**config.mk**
```make
export PLATFORM = sky130hd
export DESIGN_NAME = program_loader
export DESIGN_NICKNAME = d
export VERILOG_FILES = /design/src/rtl/program_loader.sv
export SDC_FILE = /design/constraint.sdc
export NUM_CORES = 1
export LEC_CHECK = 0
export CAP_MARGIN = 20
export CORE_ASPECT_RATIO = 1.5
export CORE_MARGIN = 3
export CORE_UTILIZATION = 55
export DETAILED_ROUTE_END_ITERATION = 10
export HOLD_SLACK_MARGIN = 0.02
export PLACE_DENSITY = 0.86
export SYNTH_ARGS = -nofsm -noshare
export SYNTH_HDL_FRONTEND = slang
export SYNTH_SLANG_ARGS = --single-unit
```
**constraint.sdc**
```tcl
create_clock -name clk -period 3.1 [get_ports clk]
set_input_delay 0.62 -clock clk [delete_from_list [all_inputs] [get_ports clk]]
set_output_delay 0.62 -clock clk [all_outputs]
set_load 0.005 [all_outputs]
```
**src/rtl/program_loader.sv**
```systemverilog
// ============================================================================
// program_loader: streams host bytes into big-endian words in instruction memory, then pulses start.
// Revision: 1.0
// ============================================================================
`default_nettype none

module program_loader #(
  parameter logic [31:0] BASE_ADDR = 32'h0000_0000,
  parameter int          MAX_WORDS = 1024,
  parameter int          CNT_W     = 16
) (
  input  logic             clk,
  input  logic             reset,
  input  logic             load_req,
  input  logic             abort,
  input  logic [7:0]       in_data,
  input  logic             in_valid,
  output logic             in_ready,
  output logic [31:0]      i_addr,
  output logic [31:0]      instruction,
  output logic             i_enable,
  output logic             i_write,
  output logic             program_load,
  output logic             start,
  output logic             busy,
  output logic             error,
  output logic [CNT_W-1:0] word_count
);

  typedef enum logic [2:0] {
    S_IDLE  = 3'd0,
    S_LEN   = 3'd1,
    S_DATA  = 3'd2,
    S_WRITE = 3'd3,
    S_DONE  = 3'd4,
    S_ERR   = 3'd5
  } state_t;

  state_t           state_q, state_d;
  logic [1:0]       byte_idx_q, byte_idx_d;
  logic [23:0]      shift_q, shift_d;
  logic [CNT_W-1:0] length_q, length_d;
  logic [CNT_W-1:0] word_count_q, word_count_d;
  logic [31:0]      i_addr_q, i_addr_d;
  logic [31:0]      instruction_q, instruction_d;

  logic             accept;
  logic [31:0]      assembled;
  logic [CNT_W-1:0] wc_next;

  assign in_ready  = (state_q == S_LEN) || (state_q == S_DATA);
  assign accept    = in_valid && in_ready;
  assign assembled = {shift_q, in_data};
  assign wc_next   = word_count_q + {{(CNT_W-1){1'b0}}, 1'b1};

  always_comb begin
    state_d       = state_q;
    byte_idx_d    = byte_idx_q;
    shift_d       = shift_q;
    length_d      = length_q;
    word_count_d  = word_count_q;
    i_addr_d      = i_addr_q;
    instruction_d = instruction_q;

    case (state_q)
      S_IDLE, S_ERR: begin
        if (load_req) begin
          state_d      = S_LEN;
          word_count_d = '0;
          byte_idx_d   = 2'd0;
        end
      end
      S_LEN: begin
        if (abort) begin
          state_d = S_IDLE;
        end else if (accept) begin
          shift_d    = assembled[23:0];
          byte_idx_d = byte_idx_q + 2'd1;
          if (byte_idx_q == 2'd3) begin
            if (assembled == 32'd0) begin
              state_d = S_DONE;
            end else if (assembled > 32'(MAX_WORDS)) begin
              state_d = S_ERR;
            end else begin
              length_d = assembled[CNT_W-1:0];
              state_d  = S_DATA;
            end
          end
        end
      end
      S_DATA: begin
        if (abort) begin
          state_d = S_IDLE;
        end else if (accept) begin
          shift_d    = assembled[23:0];
          byte_idx_d = byte_idx_q + 2'd1;
          if (byte_idx_q == 2'd3) begin
            // Address is latched here so it holds steady through and after WRITE.
            instruction_d = assembled;
            i_addr_d      = BASE_ADDR + (32'(word_count_q) << 2);
            state_d       = S_WRITE;
          end
        end
      end
      S_WRITE: begin
        // The strobe is already out this cycle, so the word counts even on abort.
        word_count_d = wc_next;
        if (abort) begin
          state_d = S_IDLE;
        end else if (wc_next == length_q) begin
          state_d = S_DONE;
        end else begin
          state_d = S_DATA;
        end
      end
      S_DONE: begin
        state_d = S_IDLE;
      end
      default: begin
        state_d = S_IDLE;
      end
    endcase
  end

  always_ff @(posedge clk) begin
    if (reset) begin
      state_q       <= S_IDLE;
      byte_idx_q    <= 2'd0;
      shift_q       <= '0;
      length_q      <= '0;
      word_count_q  <= '0;
      i_addr_q      <= '0;
      instruction_q <= '0;
    end else begin
      state_q       <= state_d;
      byte_idx_q    <= byte_idx_d;
      shift_q       <= shift_d;
      length_q      <= length_d;
      word_count_q  <= word_count_d;
      i_addr_q      <= i_addr_d;
      instruction_q <= instruction_d;
    end
  end

  assign i_addr       = i_addr_q;
  assign instruction  = instruction_q;
  assign i_enable     = (state_q == S_WRITE);
  assign i_write      = (state_q == S_WRITE);
  assign program_load = (state_q == S_LEN) || (state_q == S_DATA) || (state_q == S_WRITE);
  assign start        = (state_q == S_DONE);
  assign busy         = (state_q != S_IDLE) && (state_q != S_ERR);
  assign error        = (state_q == S_ERR);
  assign word_count   = word_count_q;

endmodule

`default_nettype wire

```
==> report_table.html, run 1 <==
<table>
<tr><th>Metric</th><th>Value</th></tr>
<tr><th colspan="2">Timing</th></tr>
<tr><td>Setup repair after global routing missed its margin</td><td>false</td></tr>
<tr><td>Final clock period utilization by the worst path</td><td>87.7%</td></tr>
<tr><td>Sum of negative setup slack</td><td>0 ns</td></tr>
<tr><td>Count of final setup violators</td><td>0</td></tr>
<tr><td>Final hold viol count</td><td>0</td></tr>
<tr><td>Clock period minus worst slack</td><td>2.72 ns</td></tr>
<tr><td>Setup ws final</td><td>0.383 ns</td></tr>
<tr><td>Clock skew after layout</td><td>around 0.016 ns</td></tr>
<tr><td>Fmax</td><td>approximately 0.37 GHz</td></tr>
<tr><td>Max Slew Vio Count</td><td>0</td></tr>
<tr><th colspan="2">Synthesis</th></tr>
<tr><td>Combined area of all synthesized cells</td><td>around 4900 um^2</td></tr>
<tr><td>Biggest area contributors in the synthesized netlist</td><td>sky130_fd_sc_hd__dfxtp_1 (44%), sky130_fd_sc_hd__nand2_1 (12%), sky130_fd_sc_hd__a21oi_1 (9.0%)</td></tr>
<tr><td>Seq cells post-synth</td><td>roughly 110</td></tr>
<tr><td>Async set or reset register ratio after synthesis</td><td>0%</td></tr>
<tr><td>Number of flops mapped to enable cells by yosys</td><td>0</td></tr>
<tr><td>Post-synthesis sequential area ratio</td><td>between 40 and 50%</td></tr>
<tr><td>Most used flip-flop cell after synthesis</td><td>sky130_fd_sc_hd__dfxtp_1</td></tr>
<tr><td>Top-area cell type share of the netlist area</td><td>approximately 44%</td></tr>
<tr><td>Synthesized area per cell</td><td>7.86 um^2</td></tr>
<tr><td>Yosys warning count</td><td>0</td></tr>
<tr><td>Cell type with the highest aggregate area in the netlist</td><td>sky130_fd_sc_hd__dfxtp_1</td></tr>
<tr><td>Number of instances in the synthesized netlist</td><td>between 600 and 700</td></tr>
<tr><td>Cell variety after synth</td><td>53</td></tr>
<tr><th colspan="2">Global route</th></tr>
<tr><td>Via count of the first global-routing pass</td><td>about 4,300</td></tr>
<tr><td>Aggregate global-route resource usage</td><td>between 20% and 30%</td></tr>
<tr><td>Initial antenna violation count</td><td>0</td></tr>
<tr><td>Overflow after GRT</td><td>0</td></tr>
<tr><td>Global-route wire length before repair</td><td>about 20,000 um</td></tr>
<tr><td>Maximum number of pins on one net before global-route repair</td><td>49</td></tr>
<tr><th colspan="2">Route</th></tr>
<tr><td>Total number of vias</td><td>around 4,600</td></tr>
<tr><td>Total wire length after detailed routing</td><td>between 10,000 and 15,000 um</td></tr>
<tr><td>Vias per cell</td><td>between 5 and 6</td></tr>
<tr><td>Average wire per cell in the routed design</td><td>15.9 um</td></tr>
<tr><td>First-pass DRT Iterations</td><td>6</td></tr>
<tr><td>Number of DRC markers after the initial detailed-route iteration</td><td>377</td></tr>
<tr><td>DRC violations left</td><td>0</td></tr>
<tr><td>Post-route ant nets</td><td>0</td></tr>
<tr><th colspan="2">Critical path</th></tr>
<tr><td>Worst-path maximum fanout</td><td>14</td></tr>
<tr><td>List of cells traversed by the critical path</td><td>nand3_1 &gt; inv_1 &gt; clkdlybuf4s50_1</td></tr>
<tr><td>Worst stage delay on the critical path</td><td>0.60 ns</td></tr>
<tr><td>Required time reported for the critical path endpoint</td><td>~2.5 ns</td></tr>
<tr><td>Startpoint of the lowest-slack register-to-register path</td><td>word_count[1]</td></tr>
<tr><td>Endpoint arrival time on the critical path</td><td>2.10 ns</td></tr>
<tr><td>Critical Path Start</td><td>state_q[0]</td></tr>
<tr><td>Type of element capturing the critical path</td><td>output pin</td></tr>
<tr><td>Reg2Reg Setup Slack</td><td>roughly 0.43 ns</td></tr>
<tr><td>Category of the most critical setup path</td><td>reg2out</td></tr>
<tr><td>Slowest stage cell, crit path</td><td>sky130_fd_sc_hd__clkdlybuf4s50_1</td></tr>
<tr><td>Critical path launch point type</td><td>flip-flop</td></tr>
<tr><th colspan="2">Clock tree</th></tr>
<tr><td>Skew-Pair Late Insertion Delay</td><td>approximately 0.35 ns</td></tr>
<tr><td>Quantity of gates resized following cts</td><td>0</td></tr>
<tr><td>Clock tree sinks</td><td>109</td></tr>
<tr><td>Total setup buffers inserted after CTS</td><td>0</td></tr>
<tr><td>CTS root buffer</td><td>sky130_fd_sc_hd__clkbuf_16</td></tr>
<tr><td>CTS tree</td><td>done</td></tr>
<tr><td>Hold Buf Count CTS</td><td>0</td></tr>
<tr><td>Inserted Clock Buffers</td><td>9</td></tr>
<tr><td>Max Root-Sink Buffers</td><td>2</td></tr>
<tr><td>Clock Pin Slew Worst Setup and Hold Paths</td><td>roughly 0.08 ns</td></tr>
<tr><td>H-tree Lvls</td><td>3</td></tr>
<tr><th colspan="2">Final layout</th></tr>
<tr><td>Area growth, synth to finish</td><td>21.0%</td></tr>
<tr><td>Share of final-layout standard cells stronger than drive strength 1</td><td>under 10%</td></tr>
<tr><td>Number of nets in the layout</td><td>between 700 and 800</td></tr>
<tr><td>Most used cells in the layout excluding fill and tap cells</td><td>sky130_fd_sc_hd__nand2_1 (162), sky130_fd_sc_hd__dfxtp_1 (109), sky130_fd_sc_hd__a21oi_1 (89)</td></tr>
<tr><td>Most common library cell in the layout ignoring fill and taps</td><td>sky130_fd_sc_hd__nand2_1</td></tr>
<tr><td>Fill count</td><td>around 660</td></tr>
<tr><td>Number of inserted diodes</td><td>0</td></tr>
<tr><th colspan="2">Floorplan</th></tr>
<tr><td>Ports placed on the boundary</td><td>100</td></tr>
<tr><td>Standard cell core area</td><td>8570 um^2</td></tr>
<tr><td>Die height</td><td>~120 um</td></tr>
<tr><td>Initial standard-cell utilization of the core</td><td>57.6%</td></tr>
<tr><td>Die W</td><td>roughly 83 um</td></tr>
<tr><td>Number of cell rows</td><td>about 40</td></tr>
<tr><td>Die Footprint</td><td>between 10,000 and 15,000 um^2</td></tr>
<tr><th colspan="2">Placement</th></tr>
<tr><td>GP Congestion</td><td>between 0.8 and 0.9</td></tr>
<tr><td>Worst-case setup slack after placement</td><td>0.137 ns</td></tr>
<tr><td>Final HPWL from detailed placement</td><td>around 8800 um</td></tr>
<tr><td>Count of buffers from port buffering</td><td>between 80 and 90</td></tr>
<tr><th colspan="2">Power and ir drop</th></tr>
<tr><td>Reported leakage power</td><td>around 2.1 nW</td></tr>
<tr><td>Worst IR drop on VDD</td><td>approximately 340 uV</td></tr>
<tr><td>Power per cell area</td><td>roughly 460 nW/um^2</td></tr>
<tr><th colspan="2">Worst hold path</th></tr>
<tr><td>Startpoint of the tightest hold check path</td><td>instruction[18]</td></tr>
<tr><td>Hold crit path type</td><td>reg2reg</td></tr>
<tr><th colspan="2">Run status</th></tr>
<tr><td>Status</td><td>complete, no violations</td></tr>
<tr><th colspan="2">Job</th></tr>
<tr><td>Count of max-cap constraint violations</td><td>0</td></tr>
</table>
## worst max-delay path: cells and delay by family (launching register included)
family,cells,cell delay [ns]
flops,1,0.58
buf+inv,2,1.00
simple gates,1,0.16
## registers in the layout, summed over array words and instances (netlist names)
register     flops
instruction     32
shift_q         24
i_addr          16
length_q        16
word_count      16
state_q          3
byte_idx_q       2
## report_power, final
part	leakage, nW	total, mW	switching (mW)	internal (mW)
combinational	1.07	0.165	0.102	0.0623
sequential	0.878	1.42	0.0151	1.41
clock	0.148	1.14	0.570	0.574
total	2.09	2.73	0.687	2.04
## kinds of logic (layout without fill, tap and decap cells)
| group | after synthesis | after routing | share of synthesized area, % |
|---|---|---|---|
| other | 1 | 16 | 0.0760 |
| muxes | 11 | 11 | 2.23 |
| DFF | 109 | 109 | 44.2 |
| buffers and inverters | 67 | 116 | 8.21 |
| xor gates and xnor gates | 23 | 23 | 4.08 |
| adders and majority gates | 2 | 2 | 0.507 |
| and+or+nand+nor | 283 | 283 | 25.7 |
| AOI/OAI and AO/OA | 132 | 132 | 15.0 |
## Yosys cell counts, types with 2 or more instances
| library cell | count |
|---|---|
| sky130_fd_sc_hd__nor3b_1 | 2 |
| sky130_fd_sc_hd__ha_1 | 2 |
| sky130_fd_sc_hd__o21ai_1 | 3 |
| sky130_fd_sc_hd__and3_1 | 5 |
| sky130_fd_sc_hd__xor2_1 | 12 |
| sky130_fd_sc_hd__a211oi_1 | 2 |
| sky130_fd_sc_hd__buf_1 | 2 |
| sky130_fd_sc_hd__dlygate4sd1_1 | 2 |
| sky130_fd_sc_hd__nor2b_1 | 4 |
| sky130_fd_sc_hd__clkbuf_1 | 29 |
| sky130_fd_sc_hd__nor3_1 | 14 |
| sky130_fd_sc_hd__xnor2_1 | 11 |
| sky130_fd_sc_hd__nor4_1 | 13 |
| sky130_fd_sc_hd__o21a_1 | 2 |
| sky130_fd_sc_hd__mux2i_1 | 11 |
| sky130_fd_sc_hd__o211ai_1 | 2 |
| sky130_fd_sc_hd__buf_4 | 21 |
| sky130_fd_sc_hd__and4_1 | 5 |
| sky130_fd_sc_hd__a311oi_1 | 4 |
| sky130_fd_sc_hd__and2_1 | 7 |
| sky130_fd_sc_hd__a21oi_1 | 89 |
| sky130_fd_sc_hd__buf_2 | 4 |
| sky130_fd_sc_hd__dfxtp_1 | 109 |
| sky130_fd_sc_hd__nand4_1 | 5 |
| sky130_fd_sc_hd__nand2_1 | 162 |
| sky130_fd_sc_hd__a21o_1 | 2 |
| sky130_fd_sc_hd__a31oi_1 | 4 |
| sky130_fd_sc_hd__o31ai_1 | 2 |
| sky130_fd_sc_hd__nor2_1 | 45 |
| sky130_fd_sc_hd__o21ai_0 | 12 |
| sky130_fd_sc_hd__inv_1 | 4 |
| sky130_fd_sc_hd__nand3_1 | 12 |
| sky130_fd_sc_hd__a22oi_1 | 4 |
| sky130_fd_sc_hd__buf_6 | 2 |
## layer usage
layer	global-route usage [%]	up-vias	part of all wire [%]
li1	-	2218	-
met1	27.4	2130	38
met2	45.2	207	53
met3	4.13	37	5.6
met4	10.9	0	2.8
met5	0	-	0
## cell type report
class	instances	area, um^2	area share, %
sequential	109	2180	36.5
tap	107	134	2.24
clock buffer	9	225	3.77
inverter	5	18.8	0.314
timing repair buffer	95	931	15.6
multi-input combinational	467	2410	40.3
clock inverter	7	78.8	1.32
## worst paths after layout
path / to / cells after the start
min reg2reg: instruction[18] / 2
min: instruction[18] / 2
max: i_write / 3
max reg2reg: state_q[1] / 7
## per-stage QoR
stage	cell area (um^2)	utilization, %	cells	hold slack [ns]	power (mW)
3_5_place_dp	5670	66.2	783	0.446	1.62
3_3_place_gp	5670	66.2	783	0.442	1.61
6_report	5980	69.8	799	0.454	2.73
5_1_grt	5980	69.8	799	0.469	2.81
4_1_cts	5980	69.8	799	0.456	2.74
2_1_floorplan	4990	-	643	0.445	1.57
Note: power is estimated with default switching activity, not from simulation.
==> run 2, diff against run 1 <==
--- a/config.mk
+++ b/config.mk
@@ -9,6 +9,7 @@
 export CORE_ASPECT_RATIO = 1.5
 export CORE_MARGIN = 3
 export CORE_UTILIZATION = 55
+export CTS_CLUSTER_SIZE = 40
 export DETAILED_ROUTE_END_ITERATION = 10
 export HOLD_SLACK_MARGIN = 0.02
 export PLACE_DENSITY = 0.86
==> results of run 2 <==
No change in the layout: final DEF, timing and power equal those of run 1.
==> run 3, diff against run 2 <==
--- a/config.mk
+++ b/config.mk
@@ -8,11 +8,12 @@
 export CAP_MARGIN = 20
 export CORE_ASPECT_RATIO = 1.5
 export CORE_MARGIN = 3
-export CORE_UTILIZATION = 55
+export CORE_UTILIZATION = 57
+export CTS_BUF_LIST = sky130_fd_sc_hd__clkbuf_2 sky130_fd_sc_hd__clkbuf_4 sky130_fd_sc_hd__clkbuf_8
 export CTS_CLUSTER_SIZE = 40
 export DETAILED_ROUTE_END_ITERATION = 10
 export HOLD_SLACK_MARGIN = 0.02
-export PLACE_DENSITY = 0.86
+export PLACE_DENSITY = 0.88
 export SYNTH_ARGS = -nofsm -noshare
 export SYNTH_HDL_FRONTEND = slang
 export SYNTH_SLANG_ARGS = --single-unit
==> run 3 against run 2 <==
Die area is 3.3% lower. Flip-flop and latch count stayed put. Highest routed layer unchanged. Worst setup slack worse by 0.033 ns. Clock skew hardly changed. Register-to-register slack better by 0.04 ns.
==> report_table.html, run 3 (synthesis gave the netlist of run 1 again) <==
<table>
<tr><th>Metric</th><th>Value</th></tr>
<tr><th colspan="2">Power and ir drop</th></tr>
<tr><td>Switching part of the total power</td><td>25.4% (was 25.2%)</td></tr>
<tr><td>Combinational Power Share</td><td>6.7% (was 6.0%)</td></tr>
<tr><td>Portion of total power attributed to the clock network</td><td>36.3% (was 41.9%)</td></tr>
<tr><td>Total internal power</td><td>1.86 mW (was 2.04 mW)</td></tr>
<tr><td>Power per cell area</td><td>424 nW/um^2 (was 457 nW/um^2)</td></tr>
<tr><td>Sequential Power Share</td><td>57.0% (was 52.1%)</td></tr>
<tr><td>Worst IR drop on VDD</td><td>235 uV (was 336 uV)</td></tr>
<tr><td>Reported leakage power</td><td>2.05 nW (was 2.09 nW)</td></tr>
<tr><td>Net switching power of the design</td><td>0.634 mW (was 0.687 mW)</td></tr>
<tr><th colspan="2">Job</th></tr>
<tr><td>Count of max-cap constraint violations</td><td>0 (unchanged)</td></tr>
<tr><th colspan="2">Clock tree</th></tr>
<tr><td>H-tree Lvls</td><td>3 (unchanged)</td></tr>
<tr><td>CTS root buffer</td><td>sky130_fd_sc_hd__clkbuf_8 (was sky130_fd_sc_hd__clkbuf_16)</td></tr>
<tr><td>Max Root-Sink Buffers</td><td>2 (unchanged)</td></tr>
<tr><td>Inserted Clock Buffers</td><td>9 (unchanged)</td></tr>
<tr><td>Clock Pin Slew Worst Setup and Hold Paths</td><td>0.11 ns (was 0.08 ns)</td></tr>
<tr><td>Skew-Pair Late Insertion Delay</td><td>0.37 ns (was 0.35 ns)</td></tr>
<tr><td>Total setup buffers inserted after CTS</td><td>0 (unchanged)</td></tr>
<tr><td>Clock tree sinks</td><td>109 (unchanged)</td></tr>
<tr><td>Quantity of gates resized following cts</td><td>0 (unchanged)</td></tr>
<tr><td>Hold Buf Count CTS</td><td>0 (unchanged)</td></tr>
<tr><td>CTS tree</td><td>done (unchanged)</td></tr>
<tr><th colspan="2">Critical path</th></tr>
<tr><td>Endpoint arrival time on the critical path</td><td>2.13 ns (was 2.10 ns)</td></tr>
<tr><td>Type of element capturing the critical path</td><td>output pin (unchanged)</td></tr>
<tr><td>Worst-path maximum fanout</td><td>14 (unchanged)</td></tr>
<tr><td>List of cells traversed by the critical path</td><td>nand3_1 &gt; inv_1 &gt; clkdlybuf4s50_1 (unchanged)</td></tr>
<tr><td>Startpoint of the lowest-slack register-to-register path</td><td>word_count[1] (unchanged)</td></tr>
<tr><td>Endpoint of the lowest-slack register-to-register path</td><td>state_q[1] (unchanged)</td></tr>
<tr><td>Worst stage delay on the critical path</td><td>0.62 ns (was 0.60 ns)</td></tr>
<tr><td>Category of the most critical setup path</td><td>reg2out (unchanged)</td></tr>
<tr><td>Reg2Reg Setup Slack</td><td>0.47 ns (was 0.43 ns)</td></tr>
<tr><td>Critical path launch point type</td><td>flip-flop (unchanged)</td></tr>
<tr><td>R2R cell count</td><td>7 (unchanged)</td></tr>
<tr><td>Required time reported for the critical path endpoint</td><td>2.48 ns (about the same)</td></tr>
<tr><td>Slowest stage cell, crit path</td><td>sky130_fd_sc_hd__dfxtp_1 (was sky130_fd_sc_hd__clkdlybuf4s50_1)</td></tr>
<tr><th colspan="2">Timing</th></tr>
<tr><td>Sum of negative setup slack</td><td>0 ns (unchanged)</td></tr>
<tr><td>Fmax</td><td>0.364 GHz (was 0.368 GHz)</td></tr>
<tr><td>Clock skew after layout</td><td>0.0161 ns (was 0.0156 ns)</td></tr>
<tr><td>Count of final setup violators</td><td>0 (unchanged)</td></tr>
<tr><td>Relative slew slack</td><td>64.9%</td></tr>
<tr><td>Setup repair after global routing missed its margin</td><td>false (unchanged)</td></tr>
<tr><td>Final hold viol count</td><td>0 (unchanged)</td></tr>
<tr><td>Max Slew Vio Count</td><td>0 (unchanged)</td></tr>
<tr><td>Final clock period utilization by the worst path</td><td>88.7% (was 87.7%)</td></tr>
<tr><td>Clock period minus worst slack</td><td>2.75 ns (was 2.72 ns)</td></tr>
<tr><td>Transition time at the pin with the least slew margin</td><td>around 0.52 ns</td></tr>
<tr><td>Post-route worst hold slack</td><td>0.458 ns (was 0.454 ns)</td></tr>
<tr><th colspan="2">Worst hold path</th></tr>
<tr><td>Startpoint of the tightest hold check path</td><td>instruction[13] (was instruction[18])</td></tr>
<tr><td>Hold crit path type</td><td>reg2reg (unchanged)</td></tr>
<tr><td>End point of the worst hold path</td><td>instruction[13] (was instruction[18])</td></tr>
<tr><td>Number of instances on the worst hold path</td><td>2 (unchanged)</td></tr>
<tr><th colspan="2">Final layout</th></tr>
<tr><td>Register area</td><td>2180 um^2 (unchanged)</td></tr>
<tr><td>Most used cells in the layout excluding fill and tap cells</td><td>sky130_fd_sc_hd__nand2_1 (162), sky130_fd_sc_hd__dfxtp_1 (109), sky130_fd_sc_hd__a21oi_1 (89) (unchanged)</td></tr>
<tr><td>Multi-input gate area in the final layout</td><td>2410 um^2 (unchanged)</td></tr>
<tr><td>Fill count</td><td>656 (was 659)</td></tr>
<tr><td>Fin cells</td><td>798 (was 799)</td></tr>
<tr><td>Area growth, synth to finish</td><td>19.1% (was 21.0%)</td></tr>
<tr><td>Number of inserted diodes</td><td>0 (unchanged)</td></tr>
<tr><td>Flip-flop count of the largest register, all copies and words added</td><td>32 (unchanged)</td></tr>
<tr><td>Number of nets in the layout</td><td>701 (was 702)</td></tr>
<tr><td>Share of final-layout standard cells stronger than drive strength 1</td><td>5.21% (was 5.35%)</td></tr>
<tr><td>Most common library cell in the layout ignoring fill and taps</td><td>sky130_fd_sc_hd__nand2_1 (unchanged)</td></tr>
<tr><th colspan="2">Global route</th></tr>
<tr><td>Via count of the first global-routing pass</td><td>4,373 (was 4,274)</td></tr>
<tr><td>Overflow after GRT</td><td>0 (unchanged)</td></tr>
<tr><td>Aggregate global-route resource usage</td><td>26.4% (was 24.5%)</td></tr>
<tr><td>Global-route wire length before repair</td><td>20,500 um (was 20,400 um)</td></tr>
<tr><td>Initial antenna violation count</td><td>0 (unchanged)</td></tr>
<tr><td>Maximum number of pins on one net before global-route repair</td><td>48 (was 49)</td></tr>
<tr><th colspan="2">Placement</th></tr>
<tr><td>Count of buffers from port buffering</td><td>83 (unchanged)</td></tr>
<tr><td># placed instances</td><td>782 (was 783)</td></tr>
<tr><td>GP Congestion</td><td>0.837 (was 0.873)</td></tr>
<tr><td>Final HPWL from detailed placement</td><td>8870 um (was 8820 um)</td></tr>
<tr><th colspan="2">Floorplan</th></tr>
<tr><td>Initial standard-cell utilization of the core</td><td>58.7% (was 57.6%)</td></tr>
<tr><td>Number of cell rows</td><td>41 (unchanged)</td></tr>
<tr><td>Die W</td><td>82.0 um (was 83.4 um)</td></tr>
<tr><td>Ports placed on the boundary</td><td>100 (unchanged)</td></tr>
<tr><td>Die Footprint</td><td>9840 um^2 (was 10,200 um^2)</td></tr>
<tr><td>Die height</td><td>120 um (was 122 um)</td></tr>
<tr><td>Standard cell core area</td><td>8410 um^2 (was 8570 um^2)</td></tr>
<tr><th colspan="2">Route</th></tr>
<tr><td>Post-route ant nets</td><td>0 (unchanged)</td></tr>
<tr><td>Total number of vias</td><td>4,591 (was 4,592)</td></tr>
<tr><td>Average wire per cell in the routed design</td><td>15.7 um (was 15.9 um)</td></tr>
<tr><td>First-pass DRT Iterations</td><td>5 (was 6)</td></tr>
<tr><td>Total wire length after detailed routing</td><td>12,500 um (was 12,700 um)</td></tr>
<tr><td>Number of DRC markers after the initial detailed-route iteration</td><td>446 (was 377)</td></tr>
<tr><td>DRC violations left</td><td>0 (unchanged)</td></tr>
<tr><td>Vias per cell</td><td>5.75 (about the same)</td></tr>
<tr><th colspan="2">Run status</th></tr>
<tr><td>Status</td><td>complete, no violations (unchanged)</td></tr>
</table>
## run 3: cell types whose count changed in the layout (fill, tap and decap cells not counted)
cell	delta
sky130_fd_sc_hd__bufinv_16	+1
sky130_fd_sc_hd__clkinvlp_4	+1
sky130_fd_sc_hd__buf_4	-1
sky130_fd_sc_hd__clkbuf_16	-9
sky130_fd_sc_hd__clkbuf_8	+9
sky130_fd_sc_hd__inv_6	-1
sky130_fd_sc_hd__clkinv_8	-1
## run 3: routing by layer
metal,vias up,track usage (%),part of all wire (%)
li1,2212,-,-
met1,2148,30.3,37
met2,180,45.6,54
met3,51,4.35,5.0
met4,0,13.7,4.1
met5,-,0,0
## run 3: area by class of cell
type | count | area share [%]
well taps | 107 | 2.28
inverters | 5 | 0.319
flip-flops and latches | 109 | 37.1
repair buffers | 94 | 15.7
clock inverters | 7 | 1.55
multi-input cells | 467 | 40.9
clock buffers | 9 | 2.11
## run 3: per-stage QoR
step	utilization (%)	power, mW	setup slack, ns	instance area (um^2)
2_1_floorplan	-	1.57	0.908	4990
5_1_grt	69.9	2.59	0.265	5880
4_1_cts	69.9	2.51	0.383	5880
3_5_place_dp	67.3	1.62	0.156	5660
6_report	69.9	2.49	0.350	5880
3_3_place_gp	67.3	1.61	0.214	5660
## run 3: worst max path at each step
stage	start	endpoint	slack, ns	cells after the start
after global routing	state_q[0]	i_enable	0.26	3
after detailed placement	in_data[0]	length_q[14]	0.16	8
after floorplan	in_data[3]	length_q[1]	0.91	8
after CTS	state_q[0]	i_write	0.38	3
after global placement	in_data[0]	length_q[8]	0.21	8
final	state_q[0]	i_write	0.35	3
## run 3: worst max-delay path, delay by kind of cell (launching register included)
family	cells	cell delay (ns)
buffers and inverters	2	0.98
flip-flops	1	0.62
AND/OR/NAND/NOR	1	0.16
## run 3: power by group through the flow
stage	registers, mW	logic [mW]	clock network (mW)
floorplan	1.44	0.121	0
global placement	1.45	0.158	0
detailed placement	1.45	0.163	0
CTS	1.42	0.164	0.921
global route	1.42	0.184	0.977
finish	1.42	0.167	0.905
